==> config.mk <==
export PLATFORM = sky130hd
export DESIGN_NAME = misr_shift_reg
export DESIGN_NICKNAME = d
export VERILOG_FILES = /design/src/rtl/misr_shift_reg.sv
export SDC_FILE = /design/constraint.sdc
export NUM_CORES = 1
export LEC_CHECK = 0
export BUFFER_PORTS_ARGS = -buffer_cell sky130_fd_sc_hd__buf_2
export CORE_AREA = 4 4 41 43
export DETAILED_ROUTE_END_ITERATION = 8
export DIE_AREA = 0 0 45 47
export MAX_ROUTING_LAYER = met4
export SYNTH_ARGS = -nofsm -noshare
export SYNTH_HDL_FRONTEND = slang
export SYNTH_SLANG_ARGS = --single-unit
==> constraint.sdc <==
create_clock -name CK -period 0.8 [get_ports CK]
set_input_delay 0.04 -clock CK [delete_from_list [all_inputs] [get_ports CK]]
set_output_delay 0.04 -clock CK [all_outputs]
set_load 0.02 [all_outputs]
==> src/rtl/misr_shift_reg.sv <==
// Single-input MISR: shift left, fold feedback polynomial on carry-out, XOR in the new bit.
module misr_shift_reg #(
    parameter int unsigned       SIG_W = 8,
    parameter logic [SIG_W-1:0] POLY  = '0,
    parameter logic [SIG_W-1:0] SEED  = '0
) (
    input  logic             CK,
    input  logic             RN,
    input  logic             clr,
    input  logic             en,
    input  logic             din,
    output logic [SIG_W-1:0] sig
);

    logic [SIG_W-1:0] r_sig;
    logic [SIG_W-1:0] w_sig_next;

    always_comb begin
        w_sig_next = {r_sig[SIG_W-2:0], 1'b0}
                   ^ (r_sig[SIG_W-1] ? POLY : '0)
                   ^ {{(SIG_W-1){1'b0}}, din};
    end

    always_ff @(posedge CK or negedge RN) begin
        if (!RN) begin
            r_sig <= SEED;
        end else if (clr) begin
            r_sig <= SEED;
        end else if (en) begin
            r_sig <= w_sig_next;
        end
    end

    assign sig = r_sig;

endmodule

==> metrics.yaml, run 1 <==
setup_path:
  endpoint: "sig[4]"
  slowest_stage: "dfrtp_1"
  required_ps: 760
  cp.arrival_ps: 790
  timing.rr.end: "sig[4]"
  crit_path_cell_trace: "buf_6"
  crit_family: "flip-flops"
  worst-path-stages: 1
  critPathCaptureType: "output port"
  crit_type: "flop to output port"
  critical_path.max_stage_delay_ps: 400
  r2r_cells: 3
  cp_num_buf_inv: 1
  start_kind: "flop"
  r2r_slack_ps: -30
  critPathLaunch: "sig[4]"
  r2r_start: "sig[3]"
  path_max_fanout: 2
cells_and_area:
  drive_above_1_share_pct: 46.8
  final_area_sq_um: 551
  layout.nets: 54
  final_cells: 62
  syn_to_final_growth_pct: 69.2
  fillCellCount: 140
  final_util_pct: 42.3
  diodes: 0
  largest_reg_flops: 8
floorplanning:
  io-pin-count: 13
  die-height_um: 47
  die_w_um: 45
  row_count: 13
  start_util_pct: 25.0
  coreArea_sq_um: 1300
  dieArea_sq_um: 2120
route:
  postRouteAntennaNets: 0
  routed_wl_um: 795
  drcViolationCount: 0
  wl_per_cell_um: 12.8
  routed_via_density: 4.23
  dr.first_iter.drc_count: 0
  vias: 262
  firstDrtPassIters: 1
logic_synthesis:
  synth_nets: 31
  ys_ff_latch: 8
  ys_seq_area_share_pct: 61.5
  yosys_warnings: 0
  synth_area_sq_um: 325
  syn_area_per_cell_sq_um: 12.5
  synth_cells: 26
  synth.distinct_cells: 5
timing:
  timing.final.ws_setup_ps: -34.2
  post-route-period-util_pct: 104
  slew_viol_final: 0
  skew_ps: 4.12
  slew-limit-headroom_pct: 84.2
  finalSetupViolations: 16
  worst-slew-pin-transition_ps: 236
  fin_crit_ps: 834
  fmax_mhz: 1200
  grt_setup_unrepaired: "true"
  finalHoldViolCount: 0
clock_network:
  cts_buffers: 3
  cts.sinks: 8
  ctsHtreeMaxLevel: 1
  path_clk_slew_ps: 50
  clock_latency_ps: 250
  clockBufferDepth: 2
  cts_root_buf: "clkbuf_4"
  cts_tree: "yes"
grt:
  grt_pass1_vias: 310
  grt_pass1_wl_um: 1260
  track_usage_pct: 8.75
  overflow: 0
  grt_max_degree: 9
  antenna_found_initial: 0
power_and_ir_drop:
  power.total_uw: 803
  p_leak_uw: 0.000293
  power-per-cell-area_nw_per_um2: 1460
  peakVddDrop_v: 0.000585
place:
  port_buffers: 12
  finalWeightedCongestion: 0.630
  dp.cells: 51
  place_ws_ps: 87.7
  dpl_cell_area_sq_um: 389
hold_path:
  hp-class: "primary input to flop"
  hold_depth: 3
outcome:
  status: "complete, but fails checks"
  violations: "negative setup slack"
run:
  max-cap-violations: 0
-- cells in the final DEF (no fill, tap or decap) --
cell type / netlist / final
buf_6: 1 / 15
dlygate4sd3_1: 0 / 1
nor2_1: 8 / 8
clkbuf_4: 0 / 3
mux2i_1: 8 / 8
buf_2: 0 / 4
dfrtp_1: 8 / 8
-- metrics by stage --
step / hold slack, ps / TNS, ps
3_3_place_gp: -109 / 0
2_1_floorplan: -256 / 0
3_5_place_dp: -113 / 0
4_1_cts: 35.1 / -314
5_1_grt: 56.3 / -914
6_report: 48.6 / -306
-- how the worst min path moves through the flow --
stage / startpoint / end
2_1_floorplan: RN / sig[0]
3_5_place_dp: RN / sig[5]
3_3_place_gp: RN / sig[7]
5_1_grt: din / sig[0]
6_report: din / sig[0]
4_1_cts: din / sig[0]
-- area by class of cell --
type,count,area (sq um),area share [%]
timing repair buffer,20,199,36.1
multi-input combinational,16,110,20.0
clock buffer,3,22.5,4.09
tap,15,18.8,3.41
sequential,8,200,36.4
-- cell usage after synthesis (all sizes together) --
cell	n	share of area [%]
dfrtp	8	62
mux2i	8	25
nor2	8	9.2
buf	2	4.6
-- power breakdown --
group          switching [uW]  leakage [uW]  internal [uW]
clock                     130     0.0000138            171
combinational            41.9      0.000169           43.4
sequential               5.35      0.000111            411
-- kinds of logic (layout without fill, tap and decap cells) --
logic type | Yosys count | in the layout | synth area share [%]
AND/OR/NAND/NOR | 8 | 8 | 9.23
multiplexers | 8 | 8 | 24.6
buffers and inverters | 2 | 23 | 4.61
flip-flops | 8 | 8 | 61.5
-- routing by layer --
metal / vias up / share of wire (%) / track usage (%)
li1: 126 / - / -
met1: 132 / 40 / 8.45
met2: 4 / 56 / 14.4
met3: 0 / 3.4 / 1.53
met4: 0 / 0 / 8.77
met5: - / 0 / -
-- repair_timing --
action | in CTS | in global routing
resized for setup | 18 | 5
hold endpoints to repair | 8 | 0
hold buffers | 1 | 0
pin swaps | 0 | 3
setup buffers | 7 | 0
gates cloned | 0 | 0
setup endpoints to repair | 8 | 16
Power figures use the tool's default switching activity.
==> run 2, diff against run 1 <==
--- a/config.mk
+++ b/config.mk
@@ -10,6 +10,7 @@
 export DETAILED_ROUTE_END_ITERATION = 8
 export DIE_AREA = 0 0 45 47
 export MAX_ROUTING_LAYER = met4
+export SKIP_LAST_GASP = 1
 export SYNTH_ARGS = -nofsm -noshare
 export SYNTH_HDL_FRONTEND = slang
 export SYNTH_SLANG_ARGS = --single-unit
==> run 2 against run 1 <==
Against the previous run:
- combinational power is essentially flat
- highest routed layer unchanged
- maximum frequency hardly changed
- die area unchanged
- the flow still finishes with violations (negative setup slack)
==> metrics.yaml, run 2 (same netlist as run 1, synthesis figures left out) <==
outcome:
  status: "complete, but fails checks"
  violations: "negative setup slack"
setup_path:
  crit_family: "flip-flops"
  crit_type: "flop to output port"
  path_max_fanout: 2  # unchanged
  crit_path_cell_trace: "buf_6"
  slowest_stage: "dfrtp_1"
  start_kind: "flop"
  critical_path.max_stage_delay_ps: 400  # about the same
  cp_num_buf_inv: 1  # unchanged
  critPathCaptureType: "output port"
  required_ps: 760  # about the same
  cp.arrival_ps: 790  # about the same
power_and_ir_drop:
  p_leak_uw: 0.000294  # +0.23%
  peakVddDrop_v: 0.000584  # about the same
  power.total_uw: 802  # about the same
  power-per-cell-area_nw_per_um2: 1460  # about the same
timing:
  grt_setup_unrepaired: "true"
  slew_viol_final: 0  # unchanged
  skew_ps: 4.31  # +0.187 ps
  fin_hold_ws_ps: 48.8  # +0.262 ps
  post-route-period-util_pct: 104  # about the same
  slew-limit-headroom_pct: 84.2  # unchanged
  fin_crit_ps: 834  # -0.0470 ps
  finalHoldViolCount: 0  # unchanged
  worst-slew-pin-transition_ps: 236  # unchanged
  finalSetupViolations: 16  # unchanged
  timing.final.ws_setup_ps: -34.2  # +0.0470 ps
  fmax_mhz: 1200  # about the same
cells_and_area:
  diodes: 0  # unchanged
  syn_to_final_growth_pct: 69.2  # unchanged
  layout_common_cells: "buf_6 (15), mux2i_1 (8), nor2_1 (8), dfrtp_1 (8), buf_2 (4)"
  layout.nets: 54  # unchanged
  drive_above_1_share_pct: 46.8  # unchanged
  fillCellCount: 140  # unchanged
  largest_reg_flops: 8  # unchanged
  layout_commonest_cell: "buf_6"
clock_network:
  path_clk_slew_ps: 50  # about the same
  cts_root_buf: "clkbuf_4"
  cts_tree: "yes"
  ctsHtreeMaxLevel: 1  # unchanged
  cts.sinks: 8  # unchanged
  clock_latency_ps: 250  # about the same
  cts_buffers: 3  # unchanged
  clockBufferDepth: 2  # unchanged
grt:
  grt_pass1_vias: 308  # -0.65%
  track_usage_pct: 8.75  # unchanged
  antenna_found_initial: 0  # unchanged
  grt_pass1_wl_um: 1260  # unchanged
  overflow: 0  # unchanged
  grt_max_degree: 9  # unchanged
floorplanning:
  row_count: 13  # unchanged
  io-pin-count: 13  # unchanged
  coreArea_sq_um: 1300  # unchanged
  dieArea_sq_um: 2120  # unchanged
  start_util_pct: 25.0  # unchanged
  die_w_um: 45  # unchanged
  die-height_um: 47  # unchanged
route:
  wl_per_cell_um: 12.8  # unchanged
  routed_wl_um: 795  # unchanged
  dr.first_iter.drc_count: 0  # unchanged
  postRouteAntennaNets: 0  # unchanged
  firstDrtPassIters: 1  # unchanged
  routed_via_density: 4.21  # -0.38%
  drcViolationCount: 0  # unchanged
  vias: 261  # -0.38%
run:
  max-cap-violations: 0  # unchanged
place:
  port_buffers: 12  # unchanged
  place_ws_ps: 87.7  # unchanged
  finalWeightedCongestion: 0.630  # unchanged
hold_path:
  hp-class: "primary input to flop"
==> run 2: timing repair <==
action	in CTS	in global routing
setup endpoints to repair	8	16
hold buffers	1	0
pin swaps	0	2
endpoints found under the hold margin	8	0
buffers inserted	7	0
resized for setup	17	6
==> run 2: metal layers <==
layer / vias up / global-route usage [%] / share of wire [%]
met2: 4 / 14.4 / 56
met4: 0 / 8.77 / 0
met3: 0 / 1.53 / 3.4
met5: - / - / 0
met1: 131 / 8.45 / 40
li1: 126 / - / -
==> run 2: layout make-up <==
cell class              instances  area [sq um]  share of cell area, %
clock buffers                   3          22.5                   4.09
well taps                      15          18.8                   3.41
repair buffers                 20           199                   36.1
flip-flops and latches          8           200                   36.4
multi-input cells              16           110                   20.0
==> run 2: worst register-to-register path: stages (launching register included) <==
cell and delay [ps]:
dfrtp_1 400, buf_6 130, mux2i_1 140, nor2_1 60
==> run 2: final timing paths <==
| path | slack (ps) | depth (start not counted) | end | from |
|---|---|---|---|---|
| max | -30 | 1 | sig[4] | sig[4] |
| min | 50 | 3 | sig[0] | din |
| max reg2reg | -30 | 3 | sig[4] | sig[3] |
| min reg2reg | 560 | 2 | sig[7] | sig[7] |
| max in group asynchronous | 460 | 2 | sig[3] | RN |
| min in group asynchronous | 170 | 2 | sig[5] | RN |
==> run 2: per-stage QoR <==
| stage | TNS [ps] | util [%] | std cells | instance area, sq um |
|---|---|---|---|---|
| floorplan | 0 | - | 26 | 325 |
| global placement | 0 | 29.9 | 51 | 389 |
| detailed placement | 0 | 29.9 | 51 | 389 |
| CTS | -317 | 40.6 | 62 | 528 |
| global route | -909 | 42.3 | 62 | 551 |
| finish | -292 | 42.3 | 62 | 551 |
==> run 2: power breakdown <==
part           switching (uW)  internal [uW]
Sequential               5.35            411
Combinational            41.8           43.3
Clock                     129            171
